[config.mk]
export PLATFORM = sky130hd
export DESIGN_NAME = matrix_stream_scheduler
export DESIGN_NICKNAME = d
export VERILOG_FILES = /design/src/rtl/matrix_stream_scheduler.sv
export SDC_FILE = /design/constraint.sdc
export NUM_CORES = 1
export LEC_CHECK = 0
export ABC_AREA = 1
export BUFFER_PORTS_ARGS = -buffer_cell sky130_fd_sc_hd__buf_4
export CORE_ASPECT_RATIO = 1.25
export CORE_MARGIN = 5
export CORE_UTILIZATION = 35
export DETAILED_ROUTE_END_ITERATION = 12
export PLACE_DENSITY = 0.61
export SETUP_SLACK_MARGIN = 0.1
export SYNTH_ARGS = -nofsm -noshare
export SYNTH_HDL_FRONTEND = slang
export SYNTH_HIERARCHICAL = 1
export SYNTH_SLANG_ARGS = --single-unit
[constraint.sdc]
create_clock -name clk -period 3.4 [get_ports clk]
set_input_delay 0.34 -clock clk [delete_from_list [all_inputs] [get_ports clk]]
set_output_delay 0.34 -clock clk [all_outputs]
set_load 0.005 [all_outputs]
[src/rtl/matrix_stream_scheduler.sv]
// Arbitrates two element streams into a matrix assembler, one whole matrix per grant,
// and tracks the two ping-pong result banks the assembler output lands in.

module matrix_stream_bank (
  input  logic clk,
  input  logic reset,
  input  logic set,
  input  logic src_in,
  input  logic rel,
  output logic full,
  output logic src
);
  // A bank is only set while empty, so set and rel never compete for the same bank.
  always_ff @(posedge clk or posedge reset) begin
    if (reset) begin
      full <= 1'b0;
      src  <= 1'b0;
    end else if (set) begin
      full <= 1'b1;
      src  <= src_in;
    end else if (rel) begin
      full <= 1'b0;
    end
  end
endmodule

module matrix_stream_scheduler #(
  parameter int BITS = 8,
  parameter int R    = 3,
  parameter int C    = 3
) (
  input  logic                 clk,
  input  logic                 reset,
  input  logic [1:0]           s_valid,
  input  logic [1:0][BITS-1:0] s_data,
  output logic [1:0]           s_ready,
  output logic                 dp_valid,
  output logic [BITS-1:0]      dp_data,
  output logic                 dp_bank,
  input  logic                 dp_done,
  output logic [1:0]           bank_full,
  output logic [1:0]           bank_src,
  input  logic [1:0]           bank_release,
  output logic [15:0]          mat_count
);
  localparam int ELEMENTS = R * C;
  localparam int CW = (ELEMENTS > 1) ? $clog2(ELEMENTS) : 1;

  typedef enum logic [1:0] {IDLE, STREAM, WAIT_DONE} state_t;

  state_t          state, state_nxt;
  logic            grant;
  logic            pick;
  logic            xfer;
  logic            last_elem;
  logic            done_evt;
  logic [CW-1:0]   count;

  // grant doubles as the round-robin pointer; reset value 1 gives requester 0 priority.
  assign pick      = s_valid[~grant] ? ~grant : grant;
  assign xfer      = s_valid[grant] & s_ready[grant];
  assign last_elem = (count == CW'(ELEMENTS - 1));
  assign done_evt  = (state == WAIT_DONE) && dp_done;
  assign dp_valid  = xfer;
  assign dp_data   = xfer ? s_data[grant] : '0;

  always_comb begin
    state_nxt = state;
    s_ready   = 2'b00;
    case (state)
      IDLE: begin
        if (!bank_full[dp_bank] && (|s_valid)) state_nxt = STREAM;
      end
      STREAM: begin
        s_ready[grant] = 1'b1;
        if (xfer && last_elem) state_nxt = WAIT_DONE;
      end
      WAIT_DONE: begin
        if (dp_done) state_nxt = IDLE;
      end
      default: state_nxt = IDLE;
    endcase
  end

  always_ff @(posedge clk or posedge reset) begin
    if (reset) begin
      state     <= IDLE;
      grant     <= 1'b1;
      count     <= '0;
      dp_bank   <= 1'b0;
      mat_count <= '0;
    end else begin
      state <= state_nxt;
      if (state == IDLE && state_nxt == STREAM) grant <= pick;
      if (xfer) count <= last_elem ? '0 : count + CW'(1);
      if (done_evt) begin
        dp_bank   <= ~dp_bank;
        mat_count <= mat_count + 16'd1;
      end
    end
  end

  for (genvar b = 0; b < 2; b++) begin : g_bank
    matrix_stream_bank u_bank (
      .clk    (clk),
      .reset  (reset),
      .set    (done_evt && (dp_bank == 1'(b))),
      .src_in (grant),
      .rel    (bank_release[b]),
      .full   (bank_full[b]),
      .src    (bank_src[b])
    );
  end
endmodule

==> key figures <==
Logic synthesis
  – Synth Area per Inst: 7.69 sq um
  – Synth top area share: a little over two fifths
  – Largest cells by area after synthesis: dfrtp_1, nand2_1, xor2_1
  – Syn nets: 237
  – Sequential area share after synthesis: a little over two fifths
  – Synthesis Warnings: 6
  – Post-Syn Instances: between 200 and 250
  – Post-synthesis cell area: 1620 sq um
  – Netlist cell types: 25
  – Synth Register Bits: 28
  – Post-synth top area cell: dfrtp_1

Timing
  – Worst-Margin Slew: ~0.94 ns
  – Crit path time final: 2.11 ns
  – Slew headroom: between 30% and 40%
  – Fin. Hold Viols: 0
  – Hold_ws: 0.268 ns
  – Tcrit/Tclk final: 62.1%
  – Final setup violation count: 0
  – Max Clk Rate: 0.474 GHz
  – Final slew viol count: 0
  – Final TNS setup: 0 ns
  – RSZ-0062 raised after global routing: false
  – Final Skew: ~0.0035 ns

Clock tree
  – Skew-Pair Late Insertion Delay: 0.27 ns
  – Reg clk slew, reported paths: 0.09 ns
  – Max clock buf depth: 2
  – PostCTS Resize Cnt: 0
  – H-tree depth: 1
  – Clock tree root buffer cell: clkbuf_8
  – Clock tree from TritonCTS: yes
  – Setup repair bufs after CTS: 0
  – Cts bufs inserted: 3
  – Hold buffer count at cts: 1
  – Clock Sinks: 28

Setup path
  – Slowest stage delay, CP: 0.69 ns
  – Arrival time of the worst setup path: 1.77 ns
  – Cell family with most CP delay: flip-flops
  – Crit path buffers/inverters: 3
  – Crit-path slowest cell: dfstp_2
  – Crit-path cells: inv_2 > nor2_2 > nand2_2 > nand2_4 > inv_4 > a21oi_2 > buf_4
  – CP Class: reg -> out
  – Reg-to-reg startpoint: grant$_DFFE_PP1P_
  – CP required: just over 3 ns
  – CP endpoint: dp_data[1]
  – Critical Path Stages: 7
  – R2r endpoint: state[0]$_DFF_PP0_
  – Reg2Reg Setup Slack: 1.90 ns
  – Startpoint types: register
  – CP Max Fanout: 14
  – Worst setup EP type: primary output
  – Worst R2R Path Depth: 7
  – CP startpoint: grant$_DFFE_PP1P_

Die
  – Die X: 70.9 um
  – Die footprint: 6100 sq um
  – Ports: 55
  – Site Rows: 27
  – Die Ht: 86.1 um
  – Starting Density: 36.4%
  – Core ar.: 4460 sq um

Cells and area
  – Share of cells above drive strength 1: 30.6%
  – Post-Route Utilization: 48.2%
  – Layout Nets: 295
  – Area grow syn2layout: 32.6%
  – Diode count: 0

Power
  – Switching power share of the total: 37.1%
  – Combinational share of power: 41.1%
  – Clk pwr share: between 10% and 20%
  – Tot Pwr: around 1.1 mW
  – Worst vdd ir: 0.360 mV
  – Leakage power: 1.13 nW
  – PwrDens: 534 nW/um^2
  – Switching pwr: 0.425 mW
  – Part of the power in registers: roughly 41%
  – Internal cell power: 0.722 mW

Drt
  – Initial drt markers: 39
  – Vias: 1,485
  – DRC: 0
  – Drt first pass iters: 4
  – Vias per inst: 4.56
  – Final wirelength: 3.61 mm
  – WL/cell: 11.1 um
  – Routed Antenna Nets: 0

GRT
  – Initial antenna violation count: 0
  – First-pass GRT wire length: 6.24 mm
  – Vias in the first global route: around 1,500
  – Grt ovf: 0
  – Total Routing Usage GR: 12.1%
  – Largest net degree at the start of global routing: 25

Place
  – Hpwl dp: a little under 3 mm
  – IO Port Bufs: 54
  – Placer Congestion: 0.726

Run
  – Max-Cap Viols: 0

Outcome
  – Status: finished clean

Hold path
  – Min-delay src: dp_done
  – HP Class: in -> reg
## metal layers
layer | wire, um | GRT usage, % | vias to the layer above
met5 | 0 | 0 | -
li1 | - | - | 762
met4 | 40 | 3.25 | 0
met2 | 1750 | 22.6 | 44
met3 | 274 | 3.17 | 4
met1 | 1550 | 13.4 | 675
## state kept, by name, indices dropped and copies added, names as in the netlist
signal / cells
grant: 1
state: 2
mat_count: 16
g_bank.u_bank/full: 2
count: 4
dp_bank: 1
g_bank.u_bank/src: 2
## cell usage after synthesis, drive strengths merged
cell type	count
a21oi	9
buf	1
clkbuf	1
dfrtp	27
dfstp	1
ha	3
inv	27
nand2	78
nand3	11
nand4	3
nor2	27
nor3	1
o21ai	7
o31ai	1
xnor2	4
xor2	10
## through the flow
step	setup WS (ns)	std cells	instance area, sq um
2_1_floorplan	1.91	211	1620
3_3_place_gp	1.63	321	2080
3_5_place_dp	1.58	321	2080
4_1_cts	1.26	326	2150
5_1_grt	1.13	326	2150
6_report	1.29	326	2150
## power by group through the flow
stage                     Sequential [mW]  Combinational [mW]  Clock, mW
after floorplan                     0.453               0.297          0
after global placement              0.478               0.477          0
after detailed placement            0.480               0.478          0
after CTS                           0.475               0.482      0.210
after global routing                0.483               0.541      0.220
final                               0.474               0.471      0.202
## logic make-up after synthesis
| family | count (synthesis) | synth area share (%) |
|---|---|---|
| AO/OA/AOI/OAI | 17 | 7.25 |
| XOR/XNOR | 14 | 7.56 |
| adder cells (fa/ha/maj) | 3 | 2.32 |
| buffers and inverters | 29 | 7.33 |
| flip-flops | 28 | 43.3 |
| AND/OR/NAND/NOR | 120 | 32.3 |
## area by class of cell
cell class	instances	area, sq um
multi-input cells	154	801
inverters	27	104
well taps	58	72.6
repair buffers	55	415
flip-flops and latches	28	702
fillers	470	2310
clock buffers	4	55.1
## cell usage in the layout (no fill, tap or decap), drive strengths merged
cell	n
dfrtp	27
nand4	3
o31ai	1
nand3	11
nor2	27
dlygate4sd3	1
xor2	10
a21oi	9
buf	54
o21ai	7
nor3	1
ha	3
inv	27
dfstp	1
nand2	78
clkbuf	4
xnor2	4
## worst min-delay path by stage
| stage | depth (start not counted) | to | slack (ns) |
|---|---|---|---|
| 2_1_floorplan | 1 | g_bank[0].u_bank/full$_DFFE_PP0P_ | 0.08 |
| 3_3_place_gp | 2 | g_bank[0].u_bank/full$_DFFE_PP0P_ | 0.22 |
| 3_5_place_dp | 2 | g_bank[1].u_bank/full$_DFFE_PP0P_ | 0.22 |
| 4_1_cts | 2 | state[1]$_DFF_PP0_ | 0.26 |
| 5_1_grt | 2 | state[1]$_DFF_PP0_ | 0.27 |
| 6_report | 2 | state[1]$_DFF_PP0_ | 0.27 |
No activity file was read; power rests on OpenSTA's default activity.
